### src/rtl/regfile_wb_queue.sv
// Register-file write-back queue: in-order FIFO of ALU/load write requests drained into a registered write port.
// Optional pending-data bypass is enabled by defining REGFILE_WB_BYPASS_EN.
`ifndef WORD_SIZE
`define WORD_SIZE 32
`endif

module regfile_wb_queue #(
    parameter int WIDTH = `WORD_SIZE,
    parameter int DEPTH = 4
) (
    input  logic             i_clk,
    input  logic             i_rst,
    input  logic             i_mem_valid,
    input  logic [4:0]       i_mem_rd,
    input  logic [WIDTH-1:0] i_mem_data,
    output logic             o_mem_ready,
    input  logic             i_alu_valid,
    input  logic [4:0]       i_alu_rd,
    input  logic [WIDTH-1:0] i_alu_data,
    output logic             o_alu_ready,
    input  logic             i_stall,
    output logic             o_Wen,
    output logic [4:0]       o_Wnum,
    output logic [WIDTH-1:0] o_Wd,
    output logic             o_empty,
    output logic             o_full,
    input  logic [4:0]       i_Rnum1,
    input  logic [4:0]       i_Rnum2,
    output logic             o_fwd1_hit,
    output logic [WIDTH-1:0] o_fwd1_data,
    output logic             o_fwd2_hit,
    output logic [WIDTH-1:0] o_fwd2_data
);

    localparam int AW = $clog2(DEPTH);
    localparam int CW = AW + 1;

    logic [4:0]       entry_rd_q   [DEPTH];
    logic [4:0]       entry_rd_d   [DEPTH];
    logic [WIDTH-1:0] entry_data_q [DEPTH];
    logic [WIDTH-1:0] entry_data_d [DEPTH];

    logic [AW-1:0]    wr_ptr_q, wr_ptr_d;
    logic [AW-1:0]    rd_ptr_q, rd_ptr_d;
    logic [CW-1:0]    count_q, count_d;
    logic             wen_q, wen_d;
    logic [4:0]       wnum_q, wnum_d;
    logic [WIDTH-1:0] wd_q, wd_d;

    logic             full;
    logic             empty;
    logic             mem_fire;
    logic             alu_fire;
    logic [4:0]       push_rd;
    logic [WIDTH-1:0] push_data;
    logic             push_en;
    logic             pop_en;

    assign full  = (count_q == CW'(DEPTH));
    assign empty = (count_q == '0);

    // Load path has fixed priority; readies depend only on the registered count, so a pop never frees a slot early.
    assign o_mem_ready = !full;
    assign o_alu_ready = !full && !i_mem_valid;

    assign mem_fire  = i_mem_valid && o_mem_ready;
    assign alu_fire  = i_alu_valid && o_alu_ready;
    assign push_rd   = mem_fire ? i_mem_rd : i_alu_rd;
    assign push_data = mem_fire ? i_mem_data : i_alu_data;
    // Writes to r0 complete their handshake but are dropped.
    assign push_en   = (mem_fire || alu_fire) && (push_rd != 5'd0);
    assign pop_en    = !empty && !i_stall;

    always_comb begin
        entry_rd_d   = entry_rd_q;
        entry_data_d = entry_data_q;
        wr_ptr_d     = wr_ptr_q;
        rd_ptr_d     = rd_ptr_q;
        count_d      = count_q + CW'(push_en) - CW'(pop_en);
        wen_d        = pop_en;
        wnum_d       = wnum_q;
        wd_d         = wd_q;

        if (push_en) begin
            entry_rd_d[wr_ptr_q]   = push_rd;
            entry_data_d[wr_ptr_q] = push_data;
            wr_ptr_d               = wr_ptr_q + AW'(1);
        end

        if (pop_en) begin
            wnum_d   = entry_rd_q[rd_ptr_q];
            wd_d     = entry_data_q[rd_ptr_q];
            rd_ptr_d = rd_ptr_q + AW'(1);
        end
    end

    always_ff @(posedge i_clk or posedge i_rst) begin
        if (i_rst) begin
            wr_ptr_q <= '0;
            rd_ptr_q <= '0;
            count_q  <= '0;
            wen_q    <= 1'b0;
            wnum_q   <= '0;
            wd_q     <= '0;
        end else begin
            wr_ptr_q <= wr_ptr_d;
            rd_ptr_q <= rd_ptr_d;
            count_q  <= count_d;
            wen_q    <= wen_d;
            wnum_q   <= wnum_d;
            wd_q     <= wd_d;
        end
    end

    // Storage needs no reset: slots are only visible through count/pointers.
    always_ff @(posedge i_clk) begin
        entry_rd_q   <= entry_rd_d;
        entry_data_q <= entry_data_d;
    end

    assign o_Wen   = wen_q;
    assign o_Wnum  = wnum_q;
    assign o_Wd    = wd_q;
    assign o_empty = empty;
    assign o_full  = full;

`ifdef REGFILE_WB_BYPASS_EN
    logic [AW-1:0] slot;

    // Scan oldest to newest so the last match (tail side) wins; the output stage is older than every queued entry.
    always_comb begin
        o_fwd1_hit  = 1'b0;
        o_fwd1_data = '0;
        o_fwd2_hit  = 1'b0;
        o_fwd2_data = '0;
        slot        = '0;

        if (wen_q && (i_Rnum1 != 5'd0) && (wnum_q == i_Rnum1)) begin
            o_fwd1_hit  = 1'b1;
            o_fwd1_data = wd_q;
        end
        if (wen_q && (i_Rnum2 != 5'd0) && (wnum_q == i_Rnum2)) begin
            o_fwd2_hit  = 1'b1;
            o_fwd2_data = wd_q;
        end

        for (int i = 0; i < DEPTH; i++) begin
            slot = rd_ptr_q + AW'(i);
            if (CW'(i) < count_q) begin
                if ((i_Rnum1 != 5'd0) && (entry_rd_q[slot] == i_Rnum1)) begin
                    o_fwd1_hit  = 1'b1;
                    o_fwd1_data = entry_data_q[slot];
                end
                if ((i_Rnum2 != 5'd0) && (entry_rd_q[slot] == i_Rnum2)) begin
                    o_fwd2_hit  = 1'b1;
                    o_fwd2_data = entry_data_q[slot];
                end
            end
        end
    end
`else
    logic unused_rnum;

    assign unused_rnum = ^{i_Rnum1, i_Rnum2};
    assign o_fwd1_hit  = 1'b0;
    assign o_fwd1_data = '0;
    assign o_fwd2_hit  = 1'b0;
    assign o_fwd2_data = '0;
`endif

endmodule

### config.mk
export PLATFORM = sky130hd
export DESIGN_NAME = regfile_wb_queue
export DESIGN_NICKNAME = d
export VERILOG_FILES = /design/src/rtl/regfile_wb_queue.sv
export SDC_FILE = /design/constraint.sdc
export NUM_CORES = 1
export LEC_CHECK = 0
export CORE_UTILIZATION = 40
export CTS_CLUSTER_SIZE = 14
export DETAILED_ROUTE_END_ITERATION = 16
export GPL_TIMING_DRIVEN = 0
export HOLD_SLACK_MARGIN = 0.05
export PLACE_DENSITY = 0.73
export SETUP_SLACK_MARGIN = 0.2
export SLEW_MARGIN = 20
export SYNTH_ARGS = -nofsm -noshare
export SYNTH_HDL_FRONTEND = slang
export SYNTH_SLANG_ARGS = --single-unit
### constraint.sdc
create_clock -name i_clk -period 5.49 [get_ports i_clk]
set_input_delay 0.8235 -clock i_clk [delete_from_list [all_inputs] [get_ports i_clk]]
set_output_delay 0.8235 -clock i_clk [all_outputs]
set_load 0.02 [all_outputs]
==> impl_metrics.ini <==
[route]
drtIter0Drc = 106
vias = 4195
ant_nets = 0
viasPerCell = 4.60
wirelength_um = 15200
wl_per_cell_um = 16.7
first_pass_iters = 6
drc = 0

[critical_path]
slowest_delay_ns = 0.52
path_cells = clkdlybuf4s50_1 > or4_1 > nor2_1 > o32ai_2 > inv_1 > ha_1 > inv_1 > ha_1 > fa_1 > xor2_1 > xnor2_1
cp_slowest_cell = or4_1
cp-end-kind = flip-flop
path_class = input port to flip-flop
startpoint_type = input port
path_max_fanout = 7
crit_required_ns = 5.80
cp.arrival_ns = 3.45

[timing]
worstMarginPinSlew_ns = 0.704
setup_viol = 0
max_slew_margin = 0.531
max_freq_ghz = 0.319
clock_skew_ns = 0.00632
rsz0062_at_grt = no
min_period_ns = 3.13
finalCritPeriodShare = 0.571
drv_slew = 0
hold_viol = 0
setup_tns_ns = 0

[synthesis]
synth_edf_count = 148
ys_types = 24
yosysWarnings = 0
yosys_register_bits = 193
seq_area_frac_synth = 0.682
syn_area_per_cell_sq_um = 19.2
netlist_area_sq_um = 8170
synth_top_area_frac = 0.544
synth_top_flop_cell = edfxtp_1
synth_cells = 425
yosysTopAreaCell = edfxtp_1
synthArstFlopShare = 0.233
synthTopCellsByArea = edfxtp_1 (54%), dfrtp_1 (14%), mux4_2 (10%), mux2_2 (9.4%), buf_4 (6.1%)

[finish]
area_growth_pct = 29.6
layout_common_cells = edfxtp_1 (148), clkdlybuf4s50_1 (120), mux2_2 (68), buf_4 (66), conb_1 (66)
drive_above_1_share = 0.356
utilization = 0.537
fillerInstances = 1576
instances_no_fill = 911
final_nets = 729
layout_commonest_cell = edfxtp_1
antenna_cells = 0

[clocking]
cts.sinks = 193
root_buffer = clkbuf_16
post_cts_buffers = 0
cts_inserted_buffers = 17
cts_resized = 0
clk_pin_slew_ns = 0.07
h-tree-depth = 4
cts_buffer_depth = 2
postCtsHoldBufs = 0
cts_tree = done
clkLatencyLatePin_ns = 0.42

[power]
swShare = 0.297
power.density_cell_area_nw_per_um2 = 505
comb_power_share = 0.359
clock_power_share = 0.217
ir_drop_v = 0.000278
cellLeakagePower_uw = 0.00401
p_total_uw = 5350
switchingPower_uw = 1590
p_int_uw = 3760
power_frac_seq = 0.423

[place]
place_congestion = 0.667
port_buffers = 120
dpl.cell_count = 879
hpwl_um = 10100

[die]
start_util = 0.414
fp.dieArea_sq_um = 21000
dieWidth_um = 145
die_y_um = 145
num_rows = 51
ios = 197
core-area_sq_um = 19700

[global_routing]
track_usage = 0.152
grt_max_degree = 46
grt_first_pass_wirelength_um = 22400
grt.overflow.total = 0
grt_pass1_vias = 4109
grt_antenna_before_repair = 0

[job]
maxCapViolCount = 0

[min_path]
hp-class = flip-flop to flip-flop

[outcome]
outcome = complete, no violations
[cell families (layout without fill, tap and decap cells)]
logic type               count (synthesis)  count (layout)  synth area share
flip-flops                             193             193             0.682
multiplexers                           112             112             0.209
buffers and inverters                   90             246            0.0785
AND/OR/NAND/NOR                         16              16            0.0112
adder cells (fa/ha/maj)                  7               7            0.0116
XOR/XNOR                                 5               5           0.00536
other                                    1              66          0.000459
AO/OA/AOI/OAI                            1               1           0.00199
[cell usage after synthesis, drive strengths merged, types with 2 or more instances]
master	number
edfxtp	148
buf	80
mux2	75
dfrtp	45
mux4	37
inv	8
ha	6
nor2	5
and2	4
xnor2	3
clkbuf	2
nand2	2
nand2b	2
or4	2
xor2	2
[stage by stage]
| step | hold slack, ns | setup slack (ns) | cell area [sq um] |
|---|---|---|---|
| after CTS | 0.511 | 2.36 | 10600 |
| final | 0.503 | 2.36 | 10600 |
| after detailed placement | 0.496 | 1.90 | 10000 |
| after global placement | 0.485 | 1.38 | 9940 |
| after global routing | 0.526 | 2.25 | 10600 |
| after floorplan | 0.469 | 2.75 | 8410 |
[final cells by class]
| type | count | area, sq um | share of cell area |
|---|---|---|---|
| multi-input combinational | 207 | 2200 | 0.208 |
| sequential | 193 | 5570 | 0.526 |
| clock buffer | 24 | 472 | 0.0446 |
| tap | 265 | 332 | 0.0313 |
| buffer | 82 | 611 | 0.0577 |
| inverter | 8 | 32.5 | 0.00307 |
| clock inverter | 8 | 80.1 | 0.00757 |
| timing repair buffer | 124 | 1280 | 0.121 |
[state kept, by name, summed over array words and instances (netlist names)]
signal,cells
entry_data_q,128
o_Wd,32
entry_rd_q,20
o_Wnum,5
count_q,3
rd_ptr_q,2
wr_ptr_q,2
o_Wen,1
[worst max-delay path: cells and delay by family]
family | cells | cell delay, ns
buf+inv | 3 | 0.58
fa+ha+maj | 3 | 0.71
simple gates | 2 | 0.81
xor+xnor | 2 | 0.28
compound gates | 1 | 0.24
[power groups by stage]
| stage | sequential (uW) | combinational, uW | clock (uW) |
|---|---|---|---|
| finish | 2260 | 1920 | 1160 |
| floorplan | 2440 | 1080 | 0 |
| detailed placement | 2300 | 1960 | 0 |
| global placement | 2300 | 1860 | 0 |
| global route | 2310 | 2080 | 1240 |
| CTS | 2270 | 1960 | 1190 |
[routing by layer]
metal,global-route usage,routed length (um),vias up
met2,0.263,7740,148
met1,0.187,6430,2119
met4,0.0493,191,0
li1,-,-,1912
met3,0.0372,821,16
met5,0,0,-
[path summary, 6_finish.rpt]
| check | from | end | slack, ns | depth (start not counted) |
|---|---|---|---|---|
| setup reg to reg | count_q[1]$_DFF_PP0_ | count_q[2]$_DFF_PP0_ | 2.87 | 11 |
| hold / removal | o_Wd[2]$_DFFE_PP0P_ | o_Wd[2]$_DFFE_PP0P_ | 0.50 | 1 |
| min in group asynchronous | i_rst | o_Wd[30]$_DFFE_PP0P_ | 0.87 | 2 |
| setup / recovery | i_alu_rd[2] | count_q[2]$_DFF_PP0_ | 2.36 | 11 |
| hold reg to reg | o_Wd[2]$_DFFE_PP0P_ | o_Wd[2]$_DFFE_PP0P_ | 0.50 | 1 |
| max in group asynchronous | i_rst | o_Wd[3]$_DFFE_PP0P_ | 4.19 | 2 |
Note: power is estimated with default switching activity, not from simulation.
